[src/rtl/vga_sprite_pipe.sv]
// ---------------------------------------------------------------------------
// vga_sprite_pipe
// Pixel stage that sits behind the 640x480 timing core. It draws a 16x16
// sprite from a writable 256x12 bitmap RAM over a background and returns
// 4:4:4 RGB. Once every SPEED_DIV frames the sprite steps by STEP pixels on
// each axis and bounces off the screen edges. de/hsync/vsync are delayed
// by two clocks so that they line up with the two-stage colour pipeline.
//
// Optional feature macro: VGA_CHECKER_BG_EN
//   defined     : background is a 32x32 checkerboard of BG_COLOUR / ~BG_COLOUR
//   not defined : background is BG_COLOUR everywhere
//
// Ports
//   i_VGA_CLOCK          pixel clock
//   i_rst_n              synchronous active-low reset
//   i_de                 draw enable from the timing core
//   i_hsync, i_vsync     syncs from the timing core, active low
//   i_Sx, i_Sy           timing core horizontal / vertical counters
//   i_spr_we             bitmap write strobe
//   i_spr_addr           bitmap address {row[3:0], col[3:0]}
//   i_spr_wdata          bitmap RGB, 12'h000 is transparent
//   o_de, o_hsync,
//   o_vsync              inputs delayed by two clocks
//   o_r, o_g, o_b        colour, forced to 0 while o_de is low
//
// Motion FSM
//   state     | meaning
//   ST_WAIT   | idle, counting vsync falling edges
//   ST_STEP_X | apply one horizontal step / bounce
//   ST_STEP_Y | apply one vertical step / bounce
// ---------------------------------------------------------------------------
module vga_sprite_pipe #(
    parameter int          H_ACT_START = 47,
    parameter int          V_ACT_START = 32,
    parameter int          H_RES       = 640,
    parameter int          V_RES       = 480,
    parameter int          SPR_X0      = 100,
    parameter int          SPR_Y0      = 60,
    parameter int          STEP        = 2,
    parameter int          SPEED_DIV   = 1,
    parameter logic [11:0] BG_COLOUR   = 12'h124
) (
    input  logic        i_VGA_CLOCK,
    input  logic        i_rst_n,
    input  logic        i_de,
    input  logic        i_hsync,
    input  logic        i_vsync,
    input  logic [9:0]  i_Sx,
    input  logic [9:0]  i_Sy,
    input  logic        i_spr_we,
    input  logic [7:0]  i_spr_addr,
    input  logic [11:0] i_spr_wdata,
    output logic        o_de,
    output logic        o_hsync,
    output logic        o_vsync,
    output logic [3:0]  o_r,
    output logic [3:0]  o_g,
    output logic [3:0]  o_b
);

    localparam logic [9:0] H0       = 10'(H_ACT_START);
    localparam logic [9:0] V0       = 10'(V_ACT_START);
    localparam logic [9:0] X_MAX    = 10'(H_RES - 16);
    localparam logic [9:0] Y_MAX    = 10'(V_RES - 16);
    localparam logic [9:0] STEP_V   = 10'(STEP);
    localparam logic [9:0] X_RST    = 10'(SPR_X0);
    localparam logic [9:0] Y_RST    = 10'(SPR_Y0);
    localparam logic [7:0] DIV_LAST = 8'(SPEED_DIV - 1);

    typedef enum logic [1:0] {
        ST_WAIT   = 2'd0,
        ST_STEP_X = 2'd1,
        ST_STEP_Y = 2'd2
    } state_t;

    // sprite position and motion state
    state_t      r_state;
    logic [9:0]  r_spr_x;
    logic [9:0]  r_spr_y;
    logic        r_dir_x;   // 1 = moving +x
    logic        r_dir_y;   // 1 = moving +y
    logic [7:0]  r_div;
    logic        r_vsync_d;
    logic        w_vs_fall;

    // stage 1
    logic [9:0]  w_px;
    logic [9:0]  w_py;
    logic [9:0]  w_dx;
    logic [9:0]  w_dy;
    logic        w_hit;
    logic [11:0] w_bg;
    logic        r_s1_de;
    logic        r_s1_hs;
    logic        r_s1_vs;
    logic        r_s1_hit;
    logic [7:0]  r_s1_addr;
    logic [11:0] r_s1_bg;

    // stage 2
    logic        r_s2_de;
    logic        r_s2_hs;
    logic        r_s2_vs;
    logic        r_s2_hit;
    logic [11:0] r_s2_bg;
    logic [11:0] r_ram_q;
    logic [11:0] w_colour;

    logic [11:0] r_mem [256];

    // Offsets are unsigned: pixels left of / above the sprite wrap to a
    // large value and fall outside the 0..15 window.
    assign w_px  = i_Sx - H0;
    assign w_py  = i_Sy - V0;
    assign w_dx  = w_px - r_spr_x;
    assign w_dy  = w_py - r_spr_y;
    assign w_hit = (w_dx < 10'd16) && (w_dy < 10'd16);

`ifdef VGA_CHECKER_BG_EN
    assign w_bg = (w_px[5] ^ w_py[5]) ? ~BG_COLOUR : BG_COLOUR;
`else
    assign w_bg = BG_COLOUR;
`endif

    always_ff @(posedge i_VGA_CLOCK) begin
        if (!i_rst_n) begin
            r_s1_de   <= 1'b0;
            r_s1_hs   <= 1'b1;
            r_s1_vs   <= 1'b1;
            r_s1_hit  <= 1'b0;
            r_s1_addr <= 8'h00;
            r_s1_bg   <= 12'h000;
            r_s2_de   <= 1'b0;
            r_s2_hs   <= 1'b1;
            r_s2_vs   <= 1'b1;
            r_s2_hit  <= 1'b0;
            r_s2_bg   <= 12'h000;
        end else begin
            r_s1_de   <= i_de;
            r_s1_hs   <= i_hsync;
            r_s1_vs   <= i_vsync;
            r_s1_hit  <= w_hit;
            r_s1_addr <= {w_dy[3:0], w_dx[3:0]};
            r_s1_bg   <= w_bg;
            r_s2_de   <= r_s1_de;
            r_s2_hs   <= r_s1_hs;
            r_s2_vs   <= r_s1_vs;
            r_s2_hit  <= r_s1_hit;
            r_s2_bg   <= r_s1_bg;
        end
    end

    // Bitmap RAM: not reset. A read and write to the same address in the
    // same cycle returns the old contents.
    always_ff @(posedge i_VGA_CLOCK) begin
        if (i_spr_we) begin
            r_mem[i_spr_addr] <= i_spr_wdata;
        end
        r_ram_q <= r_mem[r_s1_addr];
    end

    assign w_colour = (r_s2_hit && (r_ram_q != 12'h000)) ? r_ram_q : r_s2_bg;

    assign o_de    = r_s2_de;
    assign o_hsync = r_s2_hs;
    assign o_vsync = r_s2_vs;
    assign o_r     = r_s2_de ? w_colour[11:8] : 4'h0;
    assign o_g     = r_s2_de ? w_colour[7:4]  : 4'h0;
    assign o_b     = r_s2_de ? w_colour[3:0]  : 4'h0;

    assign w_vs_fall = r_vsync_d & ~i_vsync;

    // Motion only reacts to vsync, so the position never changes while
    // active video is being drawn.
    always_ff @(posedge i_VGA_CLOCK) begin
        if (!i_rst_n) begin
            r_state   <= ST_WAIT;
            r_spr_x   <= X_RST;
            r_spr_y   <= Y_RST;
            r_dir_x   <= 1'b1;
            r_dir_y   <= 1'b1;
            r_div     <= 8'd0;
            r_vsync_d <= 1'b1;
        end else begin
            r_vsync_d <= i_vsync;
            case (r_state)
                ST_WAIT: begin
                    if (w_vs_fall) begin
                        if (r_div == DIV_LAST) begin
                            r_div   <= 8'd0;
                            r_state <= ST_STEP_X;
                        end else begin
                            r_div <= r_div + 8'd1;
                        end
                    end
                end
                ST_STEP_X: begin
                    if (r_dir_x) begin
                        if (r_spr_x + STEP_V >= X_MAX) begin
                            r_spr_x <= X_MAX;
                            r_dir_x <= 1'b0;
                        end else begin
                            r_spr_x <= r_spr_x + STEP_V;
                        end
                    end else begin
                        if (r_spr_x <= STEP_V) begin
                            r_spr_x <= 10'd0;
                            r_dir_x <= 1'b1;
                        end else begin
                            r_spr_x <= r_spr_x - STEP_V;
                        end
                    end
                    r_state <= ST_STEP_Y;
                end
                ST_STEP_Y: begin
                    if (r_dir_y) begin
                        if (r_spr_y + STEP_V >= Y_MAX) begin
                            r_spr_y <= Y_MAX;
                            r_dir_y <= 1'b0;
                        end else begin
                            r_spr_y <= r_spr_y + STEP_V;
                        end
                    end else begin
                        if (r_spr_y <= STEP_V) begin
                            r_spr_y <= 10'd0;
                            r_dir_y <= 1'b1;
                        end else begin
                            r_spr_y <= r_spr_y - STEP_V;
                        end
                    end
                    r_state <= ST_WAIT;
                end
                default: r_state <= ST_WAIT;
            endcase
        end
    end

endmodule
[config.mk]
export PLATFORM = sky130hd
export DESIGN_NAME = vga_sprite_pipe
export DESIGN_NICKNAME = d
export VERILOG_FILES = /design/src/rtl/vga_sprite_pipe.sv
export SDC_FILE = /design/constraint.sdc
export NUM_CORES = 2
export LEC_CHECK = 0
export CORE_UTILIZATION = 31
export DETAILED_ROUTE_END_ITERATION = 16
export GPL_TIMING_DRIVEN = 0
export PLACE_DENSITY_LB_ADDON = 0.2
export SYNTH_ARGS = -nofsm -noshare
export SYNTH_HDL_FRONTEND = slang
export SYNTH_SLANG_ARGS = --single-unit
[constraint.sdc]
create_clock -name i_VGA_CLOCK -period 3.71 [get_ports i_VGA_CLOCK]
set_input_delay 0.5565 -clock i_VGA_CLOCK [delete_from_list [all_inputs] [get_ports i_VGA_CLOCK]]
set_output_delay 0.5565 -clock i_VGA_CLOCK [all_outputs]
set_load 0.02 [all_outputs]
==> metrics.md <==
| Metric | Value |
|---|---|
| ANT nets after route | `0` |
| Gr usage total | `0.202` |
| Leading cell type by number of instances after synthesis | `edfxtp_1` |
| Cell area power density | `roughly 560 nW/um^2` |
| Met1 WL | `about 170 mm` |
| Clock transition at path regs | `around 60 ps` |
| Final setup vio count | `7` |
| Die H | `629 um` |
| CTS root buf | `clkbuf_16` |
| Final Slew Violations | `0` |
| Worst-Skew Late Latency | `approximately 940 ps` |
| Largest net degree at the start of global routing | `142` |
| Synth cell count leaders | `3072 x edfxtp_1, 709 x mux4_2, 337 x nor2_1, 161 x o22ai_1, 144 x mux2i_1` |
| Top cells by area, synth | `edfxtp_1 76%, mux4_2 13%, mux2i_1 1.2%` |
| CTS Sinks | `3132` |
| Vias in the first global route | `approximately 63000` |
| Post-Syn Area | `122000 sq um` |
| Pin slew with the least headroom to its limit | `approximately 1500 ps` |
| Pre-CTS WS | `-2120 ps` |
| Number of core rows | `229` |
| Initial antenna violation count | `31` |
| Outcome | `finished, violations left` |
| Grt total ovfl | `0` |
| Fmax | `0.261 GHz` |
| Critical Path, Cell by Cell | `buf_2 > buf_2 > nand3b_1 > buf_2 > o22ai_1 > nor4_1 > a21boi_2 > nor4_4` |
| Final wirelength | `406 mm` |
| CP Max Fanout | `10` |
| Vias | `~63000` |
| DP HPWL | `278 mm` |
| Maxcap violations | `0` |
| CP top delay family | `simple AND/OR/NAND/NOR gates` |
| Worst Hold Class | `in2reg` |
| Met3 Routed Length | `roughly 28 mm` |
| Drt wl/cell | `34.6 um` |
| Max_slew headroom | `0.0199` |
| Count of cell types in the netlist | `78` |
| I/O Buffers | `55` |
| DRT iter0 DRCs | `between 7000 and 8000` |
| Core Area | `390000 sq um` |
| First-pass DRT Iterations | `10` |
| First-pass GRT wire length | `548 mm` |
| Layout Skew | `approximately 64 ps` |
| Avg Cell Area, Syn | `approximately 21 sq um` |
| Sequential area share after synthesis | `0.768` |
| Seq cells post-synth | `~3100` |
| Post-route design area | `143000 sq um` |
| WP data required | `around 4500 ps` |
| Post-synth ARST share | `0` |
| Cts bufs inserted | `341` |
| R2r setup slk | `-110 ps` |
| Critical Path AT | `4610 ps` |
| Setup crit end kind | `flop` |
| Io pins | `61` |
| Number of synthesis warnings | `0` |
| Hold Vio Cnt, Final | `0` |
| Die W | `629 um` |
| TritonCTS clock tree | `done` |
| Area after DPL | `131000 sq um` |
| Top FF cell, synth | `edfxtp_1` |
| Final non-filler cell total | `roughly 12000` |
| Startpoint types | `flop` |
| Syn_nets | `between 5000 and 6000` |
| Met2 WL | `193 mm` |
| Area Overhead vs Synth | `17.6%` |
| Top Layer Used | `met5` |
| Initial core utilization | `0.312` |
| Leak | `43.4 nW` |
| WP buf/inv | `3` |
| Critical path class | `reg2reg` |
| Nets | `roughly 6300` |
| Mapped Cells | `5734` |
| Post-layout util | `0.367` |
| Final setup margin | `-115 ps` |
| CP peak stage delay | `660 ps` |
| Crit share post-route | `1.03` |
| Post-layout minimum cycle time | `3820 ps` |
| Post-synth EDFFs | `3072` |
| Failing checks | `negative setup slack` |
| Cell mode on critical path | `buf_2` |
| Synth top area share | `0.758` |
| Total die area | `395000 sq um` |
| Clk buf depth | `4` |
| TNS Setup | `-298 ps` |
| GPL Wtd Cong | `approximately 0.9` |
| Share of cells above drive strength 1 | `0.275` |
| Largest area contributor in the netlist | `edfxtp_1` |
| Avg Vias per Cell | `~5.4` |
| Maximum vdd ir drop | `340 uV` |
| Unrepaired setup endpoints after global routing | `no` |
| H-tree Lvls | `5` |
| DRC | `0` |
| Placed instance count | `11100` |
| Max stage delay cell, worst path | `nand3b_1` |
worst reg2reg max path, stage by stage, from the launching register on:
cell      delay [ps]
dfxtp_1          410
buf_2            300
buf_2            390
nand3b_1         670
buf_2            510
o22ai_1          170
nor4_1           500
a21boi_2         270
nor4_4           490
layout make-up:
type | instances | area, sq um
antenna | 34 | 85.1
clock buffer | 431 | 9060
buffer | 336 | 2470
inverter | 44 | 165
clock inverter | 187 | 1560
timing repair buffer | 172 | 2860
tap | 5197 | 6500
sequential | 3132 | 93500
fill | 35600 | 247000
multi-input combinational | 2219 | 26900
per-stage QoR:
stage	total power, mW	hold slack, ps
after floorplan	43.1	386
after global placement	47.3	391
after detailed placement	47.0	395
after CTS	80.1	39.0
after global routing	81.5	79.3
final	79.5	98.5
timing repair:
action                                  in CTS  in global routing
hold buffers                                 5                  0
gates resized for setup                    260                  2
hold endpoints to repair                    57                  0
pin swaps                                   17                  0
endpoints found under the setup margin      13                  2
buffers inserted                             5                  0
worst paths after layout:
kind	endpoint	start	cells after the start
max	r_ram_q[6]	r_s1_addr[5]	8
min	r_mem[24][7]	i_spr_wdata[7]	1
max reg2reg	r_ram_q[6]	r_s1_addr[5]	8
min reg2reg	o_hsync	r_s1_hs	1
report_power, final:
group / internal (mW) / switching [mW]
Combinational: 2.34 / 5.16
Clock: 18.8 / 14.1
Sequential: 39.0 / 0.146
Total: 60.1 / 19.5
per-layer routing:
metal	vias up	global-route usage
met3	624	0.0325
met2	2644	0.326
met4	2	0.0795
li1	25200	-
met1	34400	0.272
met5	-	0
state kept, by name (all words and copies together), names as in the netlist, 2 cells and up:
register,count
r_div,8
r_mem,3072
r_ram_q,12
r_s1_addr,8
r_spr_x,9
r_spr_y,9
r_state,2
placed cells by master (no fill, tap or decap), types with 43 or more instances in the layout:
master and n:
o22ai_1 157, a22o_1 54, buf_6 66, inv_1 43
nor2b_1 45, mux2i_1 144, buf_16 49, a211oi_1 72
clkinv_1 82, clkinv_2 57, clkdlybuf4s50_1 43, nand3_1 48
buf_4 71, buf_2 62, nand2_1 61, dfxtp_1 56
a21oi_1 52, a22oi_1 68, clkbuf_1 154, nor2_1 227
nor2_2 109, buf_8 62, mux4_2 709, clkbuf_16 345
edfxtp_1 3072
cell families (layout without fill, tap and decap cells):
group	Yosys count	after routing	synth area share
other	1	35	0.0000308
flip-flops	3132	3132	0.768
adder cells (fa/ha/maj)	42	42	0.00444
buffers and inverters	383	1170	0.0188
XOR/XNOR	30	30	0.00216
multiplexers	870	870	0.145
AND/OR/NAND/NOR	667	667	0.0261
AO/OA/AOI/OAI	609	609	0.0358
Note: power is estimated with default switching activity, not from simulation.
